$ cat config.mk
export PLATFORM = sky130hd
export DESIGN_NAME = pipeline_sequencer
export DESIGN_NICKNAME = d
export VERILOG_FILES = /design/src/rtl/pipe_ctrl_pkg.sv /design/src/rtl/pipeline_sequencer_hazard_detect.sv /design/src/rtl/pipeline_sequencer.sv
export SDC_FILE = /design/constraint.sdc
export NUM_CORES = 1
export LEC_CHECK = 0
export CAP_MARGIN = 20
export CORE_MARGIN = 1.5
export CORE_UTILIZATION = 30
export DETAILED_ROUTE_END_ITERATION = 6
export PLACE_DENSITY = 0.78
export SETUP_SLACK_MARGIN = 0.05
export SYNTH_ARGS = -nofsm -noshare
export SYNTH_HDL_FRONTEND = slang
export SYNTH_SLANG_ARGS = --single-unit
$ cat constraint.sdc
create_clock -name clk -period 6.3 [get_ports clk]
set_input_delay 1.89 -clock clk [delete_from_list [all_inputs] [get_ports clk]]
set_output_delay 1.89 -clock clk [all_outputs]
set_load 0.02 [all_outputs]
$ cat src/rtl/pipe_ctrl_pkg.sv
// Shared types and constants for the pipeline hazard/stall sequencer.
// Optional perf counters are enabled by defining PIPE_SEQ_PERF_CNT_EN.
package pipe_ctrl_pkg;

    // Sequencer states: normal flow, memory wait, fatal timeout.
    typedef enum logic [1:0] {
        RUN      = 2'd0,
        WAIT_MEM = 2'd1,
        ERROR    = 2'd2
    } seq_state_t;

    // x0 is hard-wired zero, so it never creates a true dependency.
    localparam logic [4:0] REG_ZERO = 5'd0;

    // Default width of the stall/flush performance counters.
    localparam int DEFAULT_CNT_W = 32;

endpackage

$ cat src/rtl/pipeline_sequencer_hazard_detect.sv
// Load-use hazard comparator: flags an ID instruction that reads the
// destination of a load currently in EX. Kept standalone so a future
// forwarding unit can reuse the same register comparison.
module hazard_detect
    import pipe_ctrl_pkg::*;
(
    input  logic       ex_mem_read,
    input  logic [4:0] ex_rd,
    input  logic [4:0] id_rs1,
    input  logic [4:0] id_rs2,
    output logic       load_use
);

    // Hazard only when a load writes a real register that ID consumes.
    always_comb begin
        load_use = ex_mem_read && (ex_rd != REG_ZERO) &&
                   ((ex_rd == id_rs1) || (ex_rd == id_rs2));
    end

endmodule

$ cat src/rtl/pipeline_sequencer.sv
// Hazard and stall sequencer for the 5-stage pipeline: load-use stalls,
// ID-stage flushes and data-memory waits with a fatal timeout.
// Define PIPE_SEQ_PERF_CNT_EN to build the stall/flush counters; otherwise
// the counter ports read as zero and no counter flops exist.
module pipeline_sequencer
    import pipe_ctrl_pkg::*;
#(
    parameter int MEM_TIMEOUT = 16,
    parameter int CNT_W       = DEFAULT_CNT_W
) (
    input  logic             clk,
    input  logic             arst,
    input  logic [4:0]       id_rs1,
    input  logic [4:0]       id_rs2,
    input  logic [4:0]       ex_rd,
    input  logic             ex_mem_read,
    input  logic             id_flush,
    input  logic             mem_access,
    input  logic             mem_ready,
    output logic             pc_write,
    output logic             if_id_write,
    output logic             if_id_flush,
    output logic             id_ex_bubble,
    output logic             pipe_hold,
    output logic             mem_timeout,
    output logic [CNT_W-1:0] stall_cnt,
    output logic [CNT_W-1:0] flush_cnt
);

    localparam int              TIMER_W   = $clog2(MEM_TIMEOUT + 1);
    localparam logic [TIMER_W-1:0] TIMER_MAX = TIMER_W'(MEM_TIMEOUT);

    seq_state_t         state_q, state_d;
    logic [TIMER_W-1:0] timer_q, timer_d;
    logic               lu;
    logic               ms;

    hazard_detect u_hazard_detect (
        .ex_mem_read (ex_mem_read),
        .ex_rd       (ex_rd),
        .id_rs1      (id_rs1),
        .id_rs2      (id_rs2),
        .load_use    (lu)
    );

    assign ms = mem_access && !mem_ready;

    // State and wait-timer registers.
    always_ff @(posedge clk or posedge arst) begin
        if (arst) begin
            state_q <= RUN;
            timer_q <= '0;
        end else begin
            state_q <= state_d;
            timer_q <= timer_d;
        end
    end

    // Next state, timer update and combinational pipeline controls.
    always_comb begin
        state_d      = state_q;
        timer_d      = timer_q;
        pc_write     = 1'b0;
        if_id_write  = 1'b0;
        if_id_flush  = 1'b0;
        id_ex_bubble = 1'b0;
        pipe_hold    = 1'b0;
        mem_timeout  = 1'b0;
        case (state_q)
            RUN, WAIT_MEM: begin
                if (timer_q == TIMER_MAX) begin
                    // Timeout already reached: freeze and report from this cycle.
                    state_d     = ERROR;
                    pipe_hold   = 1'b1;
                    mem_timeout = 1'b1;
                end else if (ms) begin
                    // Full freeze while the data memory is busy.
                    state_d   = WAIT_MEM;
                    timer_d   = timer_q + 1'b1;
                    pipe_hold = 1'b1;
                end else begin
                    // Memory idle or just completed: normal RUN priorities.
                    state_d = RUN;
                    timer_d = '0;
                    if (lu) begin
                        // Branch operands are stale under load-use, so the
                        // flush request waits for the next cycle.
                        id_ex_bubble = 1'b1;
                    end else begin
                        pc_write    = 1'b1;
                        if_id_write = 1'b1;
                        if_id_flush = id_flush;
                    end
                end
            end
            ERROR: begin
                pipe_hold   = 1'b1;
                mem_timeout = 1'b1;
            end
            default: begin
                state_d = RUN;
                timer_d = '0;
            end
        endcase
        // Controls are forced quiet for the whole reset assertion.
        if (arst) begin
            pc_write     = 1'b0;
            if_id_write  = 1'b0;
            if_id_flush  = 1'b0;
            id_ex_bubble = 1'b0;
            pipe_hold    = 1'b0;
            mem_timeout  = 1'b0;
        end
    end

`ifdef PIPE_SEQ_PERF_CNT_EN
    logic [CNT_W-1:0] stall_cnt_q, stall_cnt_d;
    logic [CNT_W-1:0] flush_cnt_q, flush_cnt_d;

    // Saturating counters; cycles already in ERROR are not stalls.
    always_comb begin
        stall_cnt_d = stall_cnt_q;
        flush_cnt_d = flush_cnt_q;
        if (!pc_write && (state_q != ERROR) && (stall_cnt_q != '1)) begin
            stall_cnt_d = stall_cnt_q + 1'b1;
        end
        if (if_id_flush && (flush_cnt_q != '1)) begin
            flush_cnt_d = flush_cnt_q + 1'b1;
        end
    end

    // Counter registers.
    always_ff @(posedge clk or posedge arst) begin
        if (arst) begin
            stall_cnt_q <= '0;
            flush_cnt_q <= '0;
        end else begin
            stall_cnt_q <= stall_cnt_d;
            flush_cnt_q <= flush_cnt_d;
        end
    end

    assign stall_cnt = stall_cnt_q;
    assign flush_cnt = flush_cnt_q;
`else
    assign stall_cnt = '0;
    assign flush_cnt = '0;
`endif

endmodule
==> results.py, run 1 <==
metrics = {
    "global_routing": {
        "grt.total_usage_pct": 7.762,
        "grt_pass1_vias": 565,
        "grt_max_degree": 11,
        "antenna_found_initial": 0,
        "grt.overflow.total": 0,
        "grt_pass1_wl_mm": 2.132,
    },
    "floorplanning": {
        "die-area_um2": 3780,
        "coreArea_um2": 3311,
        "initial_utilization_pct": 30.99,
        "pin_count": 91,
        "num_rows": 21,
        "die_w_um": 61.48,
        "die_h_um": 61.48,
    },
    "route": {
        "drc_errors": 0,
        "finalWirelength_mm": 1.601,
        "vias": 694,
        "ant_nets": 0,
        "drt_iter0_markers": 0,
        "post_drt_via_cell_ratio": 3.470,
        "post_drt_wl_per_cell_um": 8.005,
        "dr.pass1.iters": 1,
    },
    "clock_tree": {
        "clock-sinks": 7,
        "holdBufCountCts": 0,
        "numCtsBuffers": 3,
        "clk_pin_slew_worst_paths_ns": 0.05,
        "cts_root_buf": "clkbuf_4",
        "cts_resized": 0,
        "postCtsSetupBuffers": 0,
        "htreeDepth": 1,
        "clock_path_buffers": 2,
        "clkLatencyLatePin_ns": 0.25,
        "cts_tree": "done",
    },
    "timing": {
        "fmax_mhz": 169.9,
        "worstMarginPinSlew_ns": 0.5358,
        "setup_viol": 0,
        "finalMaxSlewViolations": 0,
        "period_needed_ns": 5.885,
        "finalHoldViolations": 0,
        "rsz0062_at_grt": "false",
        "relSlewSlack_pct": 64.20,
        "worst_slack_ns": 0.4154,
        "setup_tns_ns": 0,
        "timing.final.crit_share_pct": 93.41,
        "skew_ns": 0.0006588,
    },
    "power": {
        "p_per_area_nw_per_um2": 142.0,
        "power_leakage_nw": 0.5470,
        "peakVddDrop_uv": 99.15,
        "power_mw": 0.1589,
    },
    "yosys": {
        "synthTopCellsByCount": "65 x buf_4, 10 x xnor2_1, 7 x dfrtp_1",
        "synth_cell_types": 24,
        "synthAdderAreaFrac_pct": 2.439,
        "synth_top_cell_by_area": "buf_4",
        "async_flop_share_pct": 100.0,
        "synth_compound_area_share_pct": 6.951,
        "synth-simple-area-share_pct": 13.05,
        "synth_edf_count": 0,
        "yosysSeqAreaShare_pct": 17.07,
        "synthMuxAreaShare_pct": 2.195,
        "syn_area_um2": 1026,
        "ys_ff_latch": 7,
        "synth_top_family_by_area": "buffers and inverters",
        "ys.flop_type": "dfrtp_1",
        "synth_top_area_share_pct": 47.56,
        "avgSynthCellArea_um2": 8.143,
        "yosys-top-cells-area": "buf_4 48%, dfrtp_1 17%, xnor2_1 8.5%",
        "ys_warn_count": 0,
        "syn_inst": 126,
        "synthXorXnorAreaFrac_pct": 8.537,
        "synth.most_common_cell": "buf_4",
    },
    "placement": {
        "numPortBuffers": 26,
        "gp_congestion": 0.7490,
        "dp_hpwl_mm": 1.378,
        "place_ws_ns": 0.4000,
    },
    "worst_hold_path": {
        "hold_class": "register to register",
        "hp-start": "timer_q[4]",
    },
    "worst_setup_path": {
        "r2r-start": "timer_q[0]",
        "cp.arrival_ns": 3.99,
        "cp_max_fo": 3,
        "r2r_slack_ns": 4.66,
        "crit_type": "input pin to primary output",
        "worstPathRequired_ns": 4.41,
        "crit_path_end_kind": "primary output",
        "critPathLaunchType": "input pin",
        "startpoint": "ex_rd[1]",
    },
    "layout": {
        "antenna_cells": 0,
        "syn_to_final_growth_pct": 9.024,
        "final_net_count": 178,
        "layout-drive-gt1-share_pct": 5.195,
    },
    "run": {
        "drv_cap": 0,
    },
    "outcome": {
        "status": "finished clean",
    },
}
stage by stage:
step                      instances  area [um2]  util (%)  hold slack [ns]
after floorplan                 189        1262         -           0.4365
after global placement          196        1092     32.99           0.4677
final                           200        1119     33.79           0.4873
after global routing            200        1119     33.79           0.5280
after detailed placement        196        1092     32.99           0.4776
after CTS                       200        1119     33.79           0.4848
flip-flops by register name, summed over array words and instances, names as in the netlist:
signal and flops:
state_q 2, timer_q 5
worst paths after layout:
kind	cells past startpoint	to
min in group asynchronous	2	state_q[1]
worst max-delay path	5	if_id_flush
worst min-delay path	1	timer_q[4]
worst min register to register	1	timer_q[4]
worst max register to register	6	timer_q[4]
max in group asynchronous	2	timer_q[3]
report_power, final:
group | internal, mW | leakage (nW) | switching [mW] | total [mW]
Clock | 0.0243 | 0.0150 | 0.0179 | 0.0422
Sequential | 0.0460 | 0.0957 | 0.000646 | 0.0466
Combinational | 0.0220 | 0.436 | 0.0480 | 0.0700
Total | 0.0922 | 0.547 | 0.0666 | 0.159
final cells by class:
cell class                 count  area [um2]
multi-input combinational    112       580.6
timing repair buffer          26       260.3
inverter                       5       18.77
fill                         360        2192
clock buffer                   4       26.28
sequential                     7       175.2
tap                           46       57.56
kinds of logic after synthesis:
family | after synthesis
and+or+nand+nor | 23
xor gates and xnor gates | 10
DFF | 7
muxes | 2
adders and majority gates | 2
other | 1
buffers and inverters | 70
AOI/OAI and AO/OA | 11
critical path, stage by stage:
cell and delay, ns:
clkdlybuf4s50_1 0.48, or4_1 0.55, o21a_1 0.22, a211oi_2 0.21, clkdlybuf4s50_1 0.64
per-layer routing:
metal  track usage, %  wire (um)
met1            6.692        550
met2            15.94        805
met5                0          0
met4            4.559         29
met3            1.471        216
placed cells by master (no fill, tap or decap):
cell / instances
ha_1: 2
clkbuf_4: 3
nor2_1: 4
or4_1: 2
and2_1: 3
mux2_2: 2
nor4bb_1: 1
conb_1: 64
o22ai_1: 1
a21oi_1: 1
o31ai_1: 2
nor3b_1: 1
a211oi_2: 1
o21ai_0: 5
xnor2_1: 10
nand3b_1: 1
o21a_1: 1
nor2b_1: 1
or3b_2: 1
dfrtp_1: 7
clkbuf_1: 1
inv_1: 5
nand2_1: 4
nand3_1: 4
and3b_2: 1
clkdlybuf4s50_1: 26
Power figures use the tool's default switching activity.
==> run 2: changes to the inputs <==
--- a/config.mk
+++ b/config.mk
@@ -8,6 +8,7 @@
 export CAP_MARGIN = 20
 export CORE_MARGIN = 1.5
 export CORE_UTILIZATION = 30
+export CTS_CLUSTER_SIZE = 28
 export DETAILED_ROUTE_END_ITERATION = 6
 export PLACE_DENSITY = 0.78
 export SETUP_SLACK_MARGIN = 0.05
==> results of run 2 <==
The final DEF is identical to that of run 1; final timing and power are the same.
==> run 3: changes to the inputs <==
--- a/config.mk
+++ b/config.mk
@@ -7,10 +7,11 @@
 export LEC_CHECK = 0
 export CAP_MARGIN = 20
 export CORE_MARGIN = 1.5
-export CORE_UTILIZATION = 30
+export CORE_UTILIZATION = 28
+export CTS_CLUSTER_DIAMETER = 50
 export CTS_CLUSTER_SIZE = 28
 export DETAILED_ROUTE_END_ITERATION = 6
-export PLACE_DENSITY = 0.78
+export PLACE_DENSITY = 0.73
 export SETUP_SLACK_MARGIN = 0.05
 export SYNTH_ARGS = -nofsm -noshare
 export SYNTH_HDL_FRONTEND = slang
==> run 3 against run 2 <==
Combinational power is essentially flat. Flip-flop and latch count unchanged. Register-to-register slack got worse by 0.03 ns. Final cell count stayed put. Global-route usage down 0.42 points. Via count is 2.3% lower.
==> results.py, run 3 (synthesized netlist as in run 1, its figures left out) <==
metrics = {
    "outcome": {
        "status": "finished clean",
    },
    "placement": {
        "placed_cells": 196,
        "numPortBuffers": 26,
        "dp_hpwl_mm": 1.340,
        "gp_congestion": 0.7671,
    },
    "global_routing": {
        "grt.total_usage_pct": 7.343,
        "antenna_found_initial": 0,
        "grt_max_degree": 11,
        "grt_pass1_wl_mm": 2.401,
        "grt.overflow.total": 0,
        "grt_pass1_vias": 539,
    },
    "clock_tree": {
        "cts_root_buf": "clkbuf_4",
        "cts_resized": 0,
        "clk_pin_slew_worst_paths_ns": 0.05,
        "clock_path_buffers": 2,
        "postCtsSetupBuffers": 0,
        "holdBufCountCts": 0,
        "cts_tree": "done",
        "numCtsBuffers": 3,
        "clock-sinks": 7,
        "clkLatencyLatePin_ns": 0.25,
        "htreeDepth": 1,
    },
    "power": {
        "peakVddDrop_uv": 77.88,
        "clockPowerShare_pct": 26.5,
        "pwr-share-comb_pct": 44.1,
        "power_frac_seq_pct": 29.4,
        "p_int_mw": 0.09224,
        "power_leakage_nw": 0.5470,
        "swShare_pct": 41.91,
        "power_switching_mw": 0.06656,
        "p_per_area_nw_per_um2": 142.0,
        "power_mw": 0.1588,
    },
    "layout": {
        "fin_cells": 200,
        "syn_to_final_growth_pct": 9.024,
        "layout-drive-gt1-share_pct": 5.195,
        "final_net_count": 178,
        "layout_common_cells": "64 x conb_1, 26 x clkdlybuf4s50_1, 10 x xnor2_1",
        "largest_reg_flops": 5,
        "n_fill_cell": 369,
        "mostFrequentLayoutCell": "conb_1",
        "top_register": "timer_q",
        "antenna_cells": 0,
        "multi_input_area_um2": 580.6,
        "seqCellArea_um2": 175.2,
        "reg_top3": "timer_q x5, state_q x2",
    },
    "route": {
        "drt_iter0_markers": 6,
        "post_drt_via_cell_ratio": 3.390,
        "vias": 678,
        "post_drt_wl_per_cell_um": 7.930,
        "finalWirelength_mm": 1.586,
        "drc_errors": 0,
        "dr.pass1.iters": 4,
        "ant_nets": 0,
    },
    "timing": {
        "period_needed_ns": 5.854,
        "finalHoldViolations": 0,
        "fmax_mhz": 170.8,
        "setup_viol": 0,
        "rsz0062_at_grt": "false",
        "hold_slack_ns": 0.4830,
        "worstMarginPinSlew_ns": 0.5806,
        "timing.final.crit_share_pct": 92.92,
        "skew_ns": 0.002282,
        "finalMaxSlewViolations": 0,
        "relSlewSlack_pct": 61.21,
        "setup_tns_ns": 0,
    },
    "worst_setup_path": {
        "reg2reg_depth": 6,
        "crit_top_cell": "clkdlybuf4s50_1",
        "critical_path.top_delay_family": "buffers and inverters",
        "path_depth": 5,
        "worstReg2RegEnd": "timer_q[4]",
        "crit_type": "input pin to primary output",
        "r2r-start": "timer_q[0]",
        "crit_path_end_kind": "primary output",
        "cp_num_buf_inv": 2,
        "crit_chain": "clkdlybuf4s50_1 > or4_1 > o21a_1 > a211oi_2 > clkdlybuf4s50_1",
        "slowest_stage": "clkdlybuf4s50_1",
        "slowest_delay_ns": 0.63,
        "cp_max_fo": 3,
        "critPathLaunchType": "input pin",
        "r2r_slack_ns": 4.63,
        "cp.arrival_ns": 3.96,
        "worstPathRequired_ns": 4.41,
    },
    "worst_hold_path": {
        "hp-start": "timer_q[4]",
        "holdPathStages": 1,
        "hold_class": "register to register",
        "worst_hold_path.endpoint": "timer_q[4]",
    },
    "run": {
        "drv_cap": 0,
    },
    "floorplanning": {
        "num_rows": 21,
        "coreArea_um2": 3416,
        "pin_count": 91,
        "die-area_um2": 4036,
        "die_w_um": 63.53,
        "die_h_um": 63.53,
        "initial_utilization_pct": 30.04,
    },
}
==> run 3: worst register-to-register path, stage by stage, from the launching register on <==
cell	delay [ns]
dfrtp_1	0.40
inv_1	0.09
ha_1	0.14
nor4bb_1	0.42
mux2_2	0.35
o21ai_0	0.11
o31ai_1	0.07
==> run 3: how the worst max path moves through the flow <==
stage	start	to	slack [ns]
after floorplan	ex_rd[1]	pc_write	1.17
after global placement	ex_rd[1]	if_id_flush	0.45
after detailed placement	ex_rd[1]	if_id_flush	0.44
after CTS	ex_rd[1]	if_id_flush	0.43
after global routing	ex_rd[2]	pc_write	0.35
final	ex_rd[1]	if_id_flush	0.45
==> run 3: final cells by class <==
type	count	area share, %
Multi-Input combinational cell	112	51.90
Timing Repair Buffer	26	23.27
Sequential cell	7	15.66
Tap cell	46	5.145
Clock buffer	4	2.349
Inverter	5	1.678
==> run 3: stage by stage <==
stage | utilization [%] | worst slack (ns) | area [um2]
after global placement | 31.98 | 0.4532 | 1092
after floorplan | - | 1.168 | 1262
final | 32.75 | 0.4458 | 1119
after global routing | 32.75 | 0.3479 | 1119
after CTS | 32.75 | 0.4312 | 1119
after detailed placement | 31.98 | 0.4395 | 1092
==> run 3: metal layers <==
layer	GRT usage (%)	wire length (um)
met5	0	0
met4	4.076	0
met3	1.786	175
met2	12.76	817
met1	8.126	592
==> run 3: power groups by stage <==
stage               logic (mW)  clock network, mW  registers [mW]
floorplan               0.0804                  0          0.0473
global placement        0.0693                  0          0.0474
detailed placement      0.0694                  0          0.0475
CTS                     0.0696             0.0430          0.0467
global route            0.0755             0.0455          0.0468
finish                  0.0701             0.0421          0.0467
